## src/rtl/serial_frame_tx_1010_if.sv

```systemverilog
`default_nettype none
// ============================================================================
// serial_frame_tx_1010_if : word handshake and serial output bundle
// Rev 1.0
// ============================================================================
interface serial_frame_tx_1010_if #(
    parameter int WIDTH = 8
);
    logic [WIDTH-1:0] din;
    logic             din_valid;
    logic             din_ready;
    logic             dout;
    logic             dout_valid;
    logic             busy;
    logic             frame_done;

    modport master (
        output din, din_valid,
        input  din_ready, dout, dout_valid, busy, frame_done
    );

    modport slave (
        input  din, din_valid,
        output din_ready, dout, dout_valid, busy, frame_done
    );
endinterface
`default_nettype wire

```

## src/rtl/serial_frame_tx_1010.sv

```systemverilog
`default_nettype none
// ============================================================================
// serial_frame_tx_1010 : sends 1010 preamble, MSB-first word, then idle gap
// Rev 1.0
// ============================================================================
module serial_frame_tx_1010 #(
    parameter int WIDTH = 8,
    parameter int GAP   = 1
) (
    input  wire logic              clk,
    input  wire logic              rst_n,
    serial_frame_tx_1010_if.slave  bus
);
    localparam int MAX_A = (WIDTH > 4) ? WIDTH : 4;
    localparam int MAX_V = (GAP > MAX_A) ? GAP : MAX_A;
    localparam int CW    = $clog2(MAX_V) + 1;

    localparam logic [CW-1:0] PRE_LOAD  = CW'(3);
    localparam logic [CW-1:0] DATA_LOAD = CW'(WIDTH - 1);
    localparam logic [CW-1:0] GAP_LOAD  = (GAP > 0) ? CW'(GAP - 1) : '0;

    typedef enum logic [1:0] {
        S_IDLE = 2'd0,
        S_PRE  = 2'd1,
        S_DATA = 2'd2,
        S_GAP  = 2'd3
    } state_t;

    state_t           state_q, state_d;
    logic [CW-1:0]    cnt_q, cnt_d;
    logic [WIDTH-1:0] shift_q, shift_d;

    always_ff @(posedge clk or negedge rst_n) begin
        if (!rst_n) begin
            state_q <= S_IDLE;
            cnt_q   <= '0;
            shift_q <= '0;
        end else begin
            state_q <= state_d;
            cnt_q   <= cnt_d;
            shift_q <= shift_d;
        end
    end

    always_comb begin
        state_d = state_q;
        cnt_d   = cnt_q;
        shift_d = shift_q;
        unique case (state_q)
            S_IDLE: begin
                if (bus.din_valid) begin
                    shift_d = bus.din;
                    cnt_d   = PRE_LOAD;
                    state_d = S_PRE;
                end
            end
            S_PRE: begin
                if (cnt_q == '0) begin
                    cnt_d   = DATA_LOAD;
                    state_d = S_DATA;
                end else begin
                    cnt_d = cnt_q - 1'b1;
                end
            end
            S_DATA: begin
                shift_d = shift_q << 1;
                if (cnt_q == '0) begin
                    // A zero-length gap returns straight to IDLE
                    if (GAP > 0) begin
                        cnt_d   = GAP_LOAD;
                        state_d = S_GAP;
                    end else begin
                        cnt_d   = '0;
                        state_d = S_IDLE;
                    end
                end else begin
                    cnt_d = cnt_q - 1'b1;
                end
            end
            S_GAP: begin
                if (cnt_q == '0) begin
                    state_d = S_IDLE;
                end else begin
                    cnt_d = cnt_q - 1'b1;
                end
            end
            default: state_d = S_IDLE;
        endcase
    end

    logic dout_w, dout_valid_w, frame_done_w;

    // Preamble counts 3..0, so its low bit yields 1,0,1,0
    always_comb begin
        dout_w       = 1'b0;
        dout_valid_w = 1'b0;
        frame_done_w = 1'b0;
        unique case (state_q)
            S_PRE: begin
                dout_w       = cnt_q[0];
                dout_valid_w = 1'b1;
            end
            S_DATA: begin
                dout_w       = shift_q[WIDTH-1];
                dout_valid_w = 1'b1;
                frame_done_w = (cnt_q == '0);
            end
            default: ;
        endcase
    end

    assign bus.din_ready  = (state_q == S_IDLE);
    assign bus.busy       = (state_q != S_IDLE);
    assign bus.dout       = dout_w;
    assign bus.dout_valid = dout_valid_w;
    assign bus.frame_done = frame_done_w;

endmodule
`default_nettype wire

```

## src/flat_wrapper.sv

```systemverilog
// flat-port wrapper written by rule: the top's interface ports become plain ports
module serial_frame_tx_1010_flat 
#(
    parameter int WIDTH = 8,
    parameter int GAP   = 1
)
  (clk, rst_n, bus_din, bus_din_valid, bus_din_ready, bus_dout, bus_dout_valid, bus_busy, bus_frame_done);
  serial_frame_tx_1010_if #(.WIDTH(WIDTH)) bus_i ();
  input  wire logic clk;
  input  wire logic rst_n;
  input wire logic [$bits(bus_i.din)-1:0] bus_din;
  input wire logic [$bits(bus_i.din_valid)-1:0] bus_din_valid;
  output wire logic [$bits(bus_i.din_ready)-1:0] bus_din_ready;
  output wire logic [$bits(bus_i.dout)-1:0] bus_dout;
  output wire logic [$bits(bus_i.dout_valid)-1:0] bus_dout_valid;
  output wire logic [$bits(bus_i.busy)-1:0] bus_busy;
  output wire logic [$bits(bus_i.frame_done)-1:0] bus_frame_done;
  assign bus_i.din = bus_din;
  assign bus_i.din_valid = bus_din_valid;
  assign bus_din_ready = bus_i.din_ready;
  assign bus_dout = bus_i.dout;
  assign bus_dout_valid = bus_i.dout_valid;
  assign bus_busy = bus_i.busy;
  assign bus_frame_done = bus_i.frame_done;
  serial_frame_tx_1010 #(.WIDTH(WIDTH), .GAP(GAP)) u_core (.clk(clk), .rst_n(rst_n), .bus(bus_i));
endmodule
```

## config.mk

```make
export PLATFORM = sky130hd
export DESIGN_NAME = serial_frame_tx_1010_flat
export DESIGN_NICKNAME = d
export VERILOG_FILES = /design/src/rtl/serial_frame_tx_1010_if.sv /design/src/rtl/serial_frame_tx_1010.sv /design/src/flat_wrapper.sv
export SDC_FILE = /design/constraint.sdc
export NUM_CORES = 1
export LEC_CHECK = 0
export ABC_AREA = 1
export BUFFER_PORTS_ARGS = -buffer_cell sky130_fd_sc_hd__buf_4
export CORE_MARGIN = 1.5
export CORE_UTILIZATION = 40
export CTS_CLUSTER_SIZE = 20
export DETAILED_ROUTE_END_ITERATION = 16
export GPL_ROUTABILITY_DRIVEN = 0
export PLACE_DENSITY = 0.71
export SYNTH_ARGS = -nofsm -noshare
export SYNTH_HDL_FRONTEND = slang
export SYNTH_SLANG_ARGS = --single-unit
```

## constraint.sdc

```tcl
create_clock -name clk -period 1.88 [get_ports clk]
set_input_delay 0.188 -clock clk [delete_from_list [all_inputs] [get_ports clk]]
set_output_delay 0.188 -clock clk [all_outputs]
set_load 0.005 [all_outputs]
```

==> metrics.yaml <==
outcome: "finished, final reports clean"
rows: 16
dp.final_hpwl_um: 1291
fin_crit_sh_pct: 89.82
r2r_start: "u_core.state_q[0]"
setup_viol: 0
die_w_um: 49.39
worstMarginPinSlew_ns: 0.4301
seq_area_frac_synth_pct: 40.70
port_buffers: 15
ant_nets: 0
p_leak_uw: 0.0005385
slew_viol_final: 0
hold_path_class: "input pin to flop"
postCtsSetupRepairBufs: 0
multiInputGateArea_um2: 414.1
synthSimpleGateAreaFrac_pct: 29.36
htree_levels: 1
final_cell_mix: "nand2_1, buf_4, inv_1, dfrtp_1, nor2_1"
wirelength_um: 1654
grt_pass1_vias: 656
tns_ns: 0
switching_power_uw: 846.1
vias: 734
period_needed_ns: 1.689
p_clk_share_pct: 9.2
synth.distinct_cells: 18
endpoint: "bus_dout"
postSynthAreaPerCell_um2: 7.485
cts_buffers: 3
grt_overflow_total: 0
grt_setup_unrepaired: "no"
syn_nets: 131
path_max_fanout: 9
clk_latency_ns: 0.27
dr.pass1.iters: 4
crit_required_ns: 1.69
power.internal_uw: 955.1
p_per_area_mw_per_mm2: 1777
drc: 0
ir_worst_vdd_v: 0.0009477
seq_power_share_pct: 30.3
clk_path_buf_depth: 2
io_pins: 16
grt_max_degree: 18
fin_area_mm2: 0.001013
timing.hold.ws_ns: 0.1461
yosys_register_bits: 14
final_cells: 159
critPathArrivalTime_ns: 1.50
place_ws_ns: 0.2823
antenna-diode-count: 0
critical_path_class: "flop to output pin"
synth_cells: 115
tritoncts: "yes"
syn_area_um2: 860.8
netlist.area_leader.share_pct: 40.70
worst_setup_path_end_kind: "output pin"
rr_worst_depth: 7
comb_power_share_pct: 60.5
via_per_inst: 4.616
critPathLaunch: "u_core.state_q[0]"
finClkSkew_ns: 0.006431
core_region_area_mm2: 0.002002
fillers: 205
synth_top_family_by_area: "simple AND/OR/NAND/NOR gates"
timing.final.ws_setup_ns: 0.1914
drive_gt1_share_pct: 18.94
area_growth_pct: 17.73
dp_cells: 155
placed_area_um2: 980.9
timing.fmax_mhz: 592.2
start_kind: "flop"
final_common_cell: "nand2_1"
synthAdderAreaFrac_pct: 7.267
synth_compound_area_share_pct: 11.48
drv_cap: 0
seq_area_um2: 350.3
timing.rr.end: "u_core.shift_q[5]"
yosys-top-cells-area: "dfrtp_1, nand2_1, ha_1"
yosys.area.top_type: "dfrtp_1"
antenna_found_initial: 0
layout.nets: 150
drtIter0Drc: 12
switching_share_pct: 46.97
hold_violations: 0
grt_util_all_layers_pct: 15.54
cts.sinks: 14
start_util_pct: 43.00
regToRegSetupSlack_ns: 0.28
die_h_um: 49.39
cts_root_buf: "clkbuf_4"
clkTransAtPathRegs_ns: 0.08
synth_xor_area_share_pct: 0
grt_pass1_wl_um: 2891
maxSlewHeadroom_pct: 71.26
wl_per_cell_um: 10.40
synthMuxAreaShare_pct: 0
die_area_mm2: 0.002439
synth_warnings: 0
==> routing by layer <==
layer / vias up / global-route usage [%] / share of wire, %
li1: 393 / - / -
met1: 318 / 20.08 / 47
met2: 21 / 24.32 / 47
met3: 2 / 4.908 / 5.7
met4: 0 / 5.556 / 0.60
met5: - / 0 / 0
==> power groups by stage <==
stage | logic [uW] | registers [uW] | clock network (uW)
global placement | 1080 | 545 | 0
global route | 1260 | 566 | 191
floorplan | 885 | 527 | 0
CTS | 1100 | 547 | 174
finish | 1090 | 546 | 166
detailed placement | 1100 | 551 | 0
==> layout make-up <==
| type | instances | share of cell area, % |
|---|---|---|
| clock buffer | 3 | 2.222 |
| multi-input combinational | 82 | 40.86 |
| sequential | 14 | 34.57 |
| tap | 27 | 3.333 |
| timing repair buffer | 17 | 12.84 |
| inverter | 16 | 6.173 |
==> Yosys cell counts <==
master   count
nand2_1     43
dfrtp_1     14
inv_1       14
nor2_1      13
a31oi_1      7
ha_1         5
a21oi_1      3
buf_6        3
nand3_1      3
o21ai_1      2
a21oi_4      1
inv_2        1
inv_4        1
nand3_2      1
nand4_1      1
nor2_4       1
o21ai_0      1
o21ai_2      1
==> worst min path at each step <==
stage,depth (start not counted),from,endpoint
floorplan,0,rst_n,u_core.cnt_q[0]
global route,3,bus_din[0],u_core.shift_q[0]
detailed placement,1,rst_n,u_core.cnt_q[0]
finish,3,bus_din[0],u_core.shift_q[0]
global placement,1,rst_n,u_core.cnt_q[0]
CTS,3,bus_din[0],u_core.shift_q[0]
==> through the flow <==
| step | total power [uW] | util, % |
|---|---|---|
| after floorplan | 1412 | - |
| final | 1801 | 50.63 |
| after global routing | 2016 | 50.63 |
| after global placement | 1620 | 49.00 |
| after detailed placement | 1653 | 49.00 |
| after CTS | 1824 | 50.63 |
==> flip-flops by register name (all words and copies together), names as in the netlist <==
name / count
u_core.cnt_q: 4
u_core.shift_q: 8
u_core.state_q: 2
==> worst max-delay path: stages (launching register included) <==
cell,delay [ns]
dfrtp_1,0.42
inv_1,0.09
ha_1,0.22
buf_4,0.19
nand2_1,0.07
a21oi_1,0.12
buf_4,0.12
==> cell families (layout without fill, tap and decap cells) <==
logic type	count (synthesis)	in the layout
flip-flops	14	14
adder cells (fa/ha/maj)	5	5
buffers and inverters	19	36
AO/OA/AOI/OAI	15	15
AND/OR/NAND/NOR	62	62
==> timing repair <==
item | in CTS | in global routing
hold buffers | 1 | 0
resized for setup | 0 | 0
hold endpoints to repair | 14 | 0
Power figures use the tool's default switching activity.
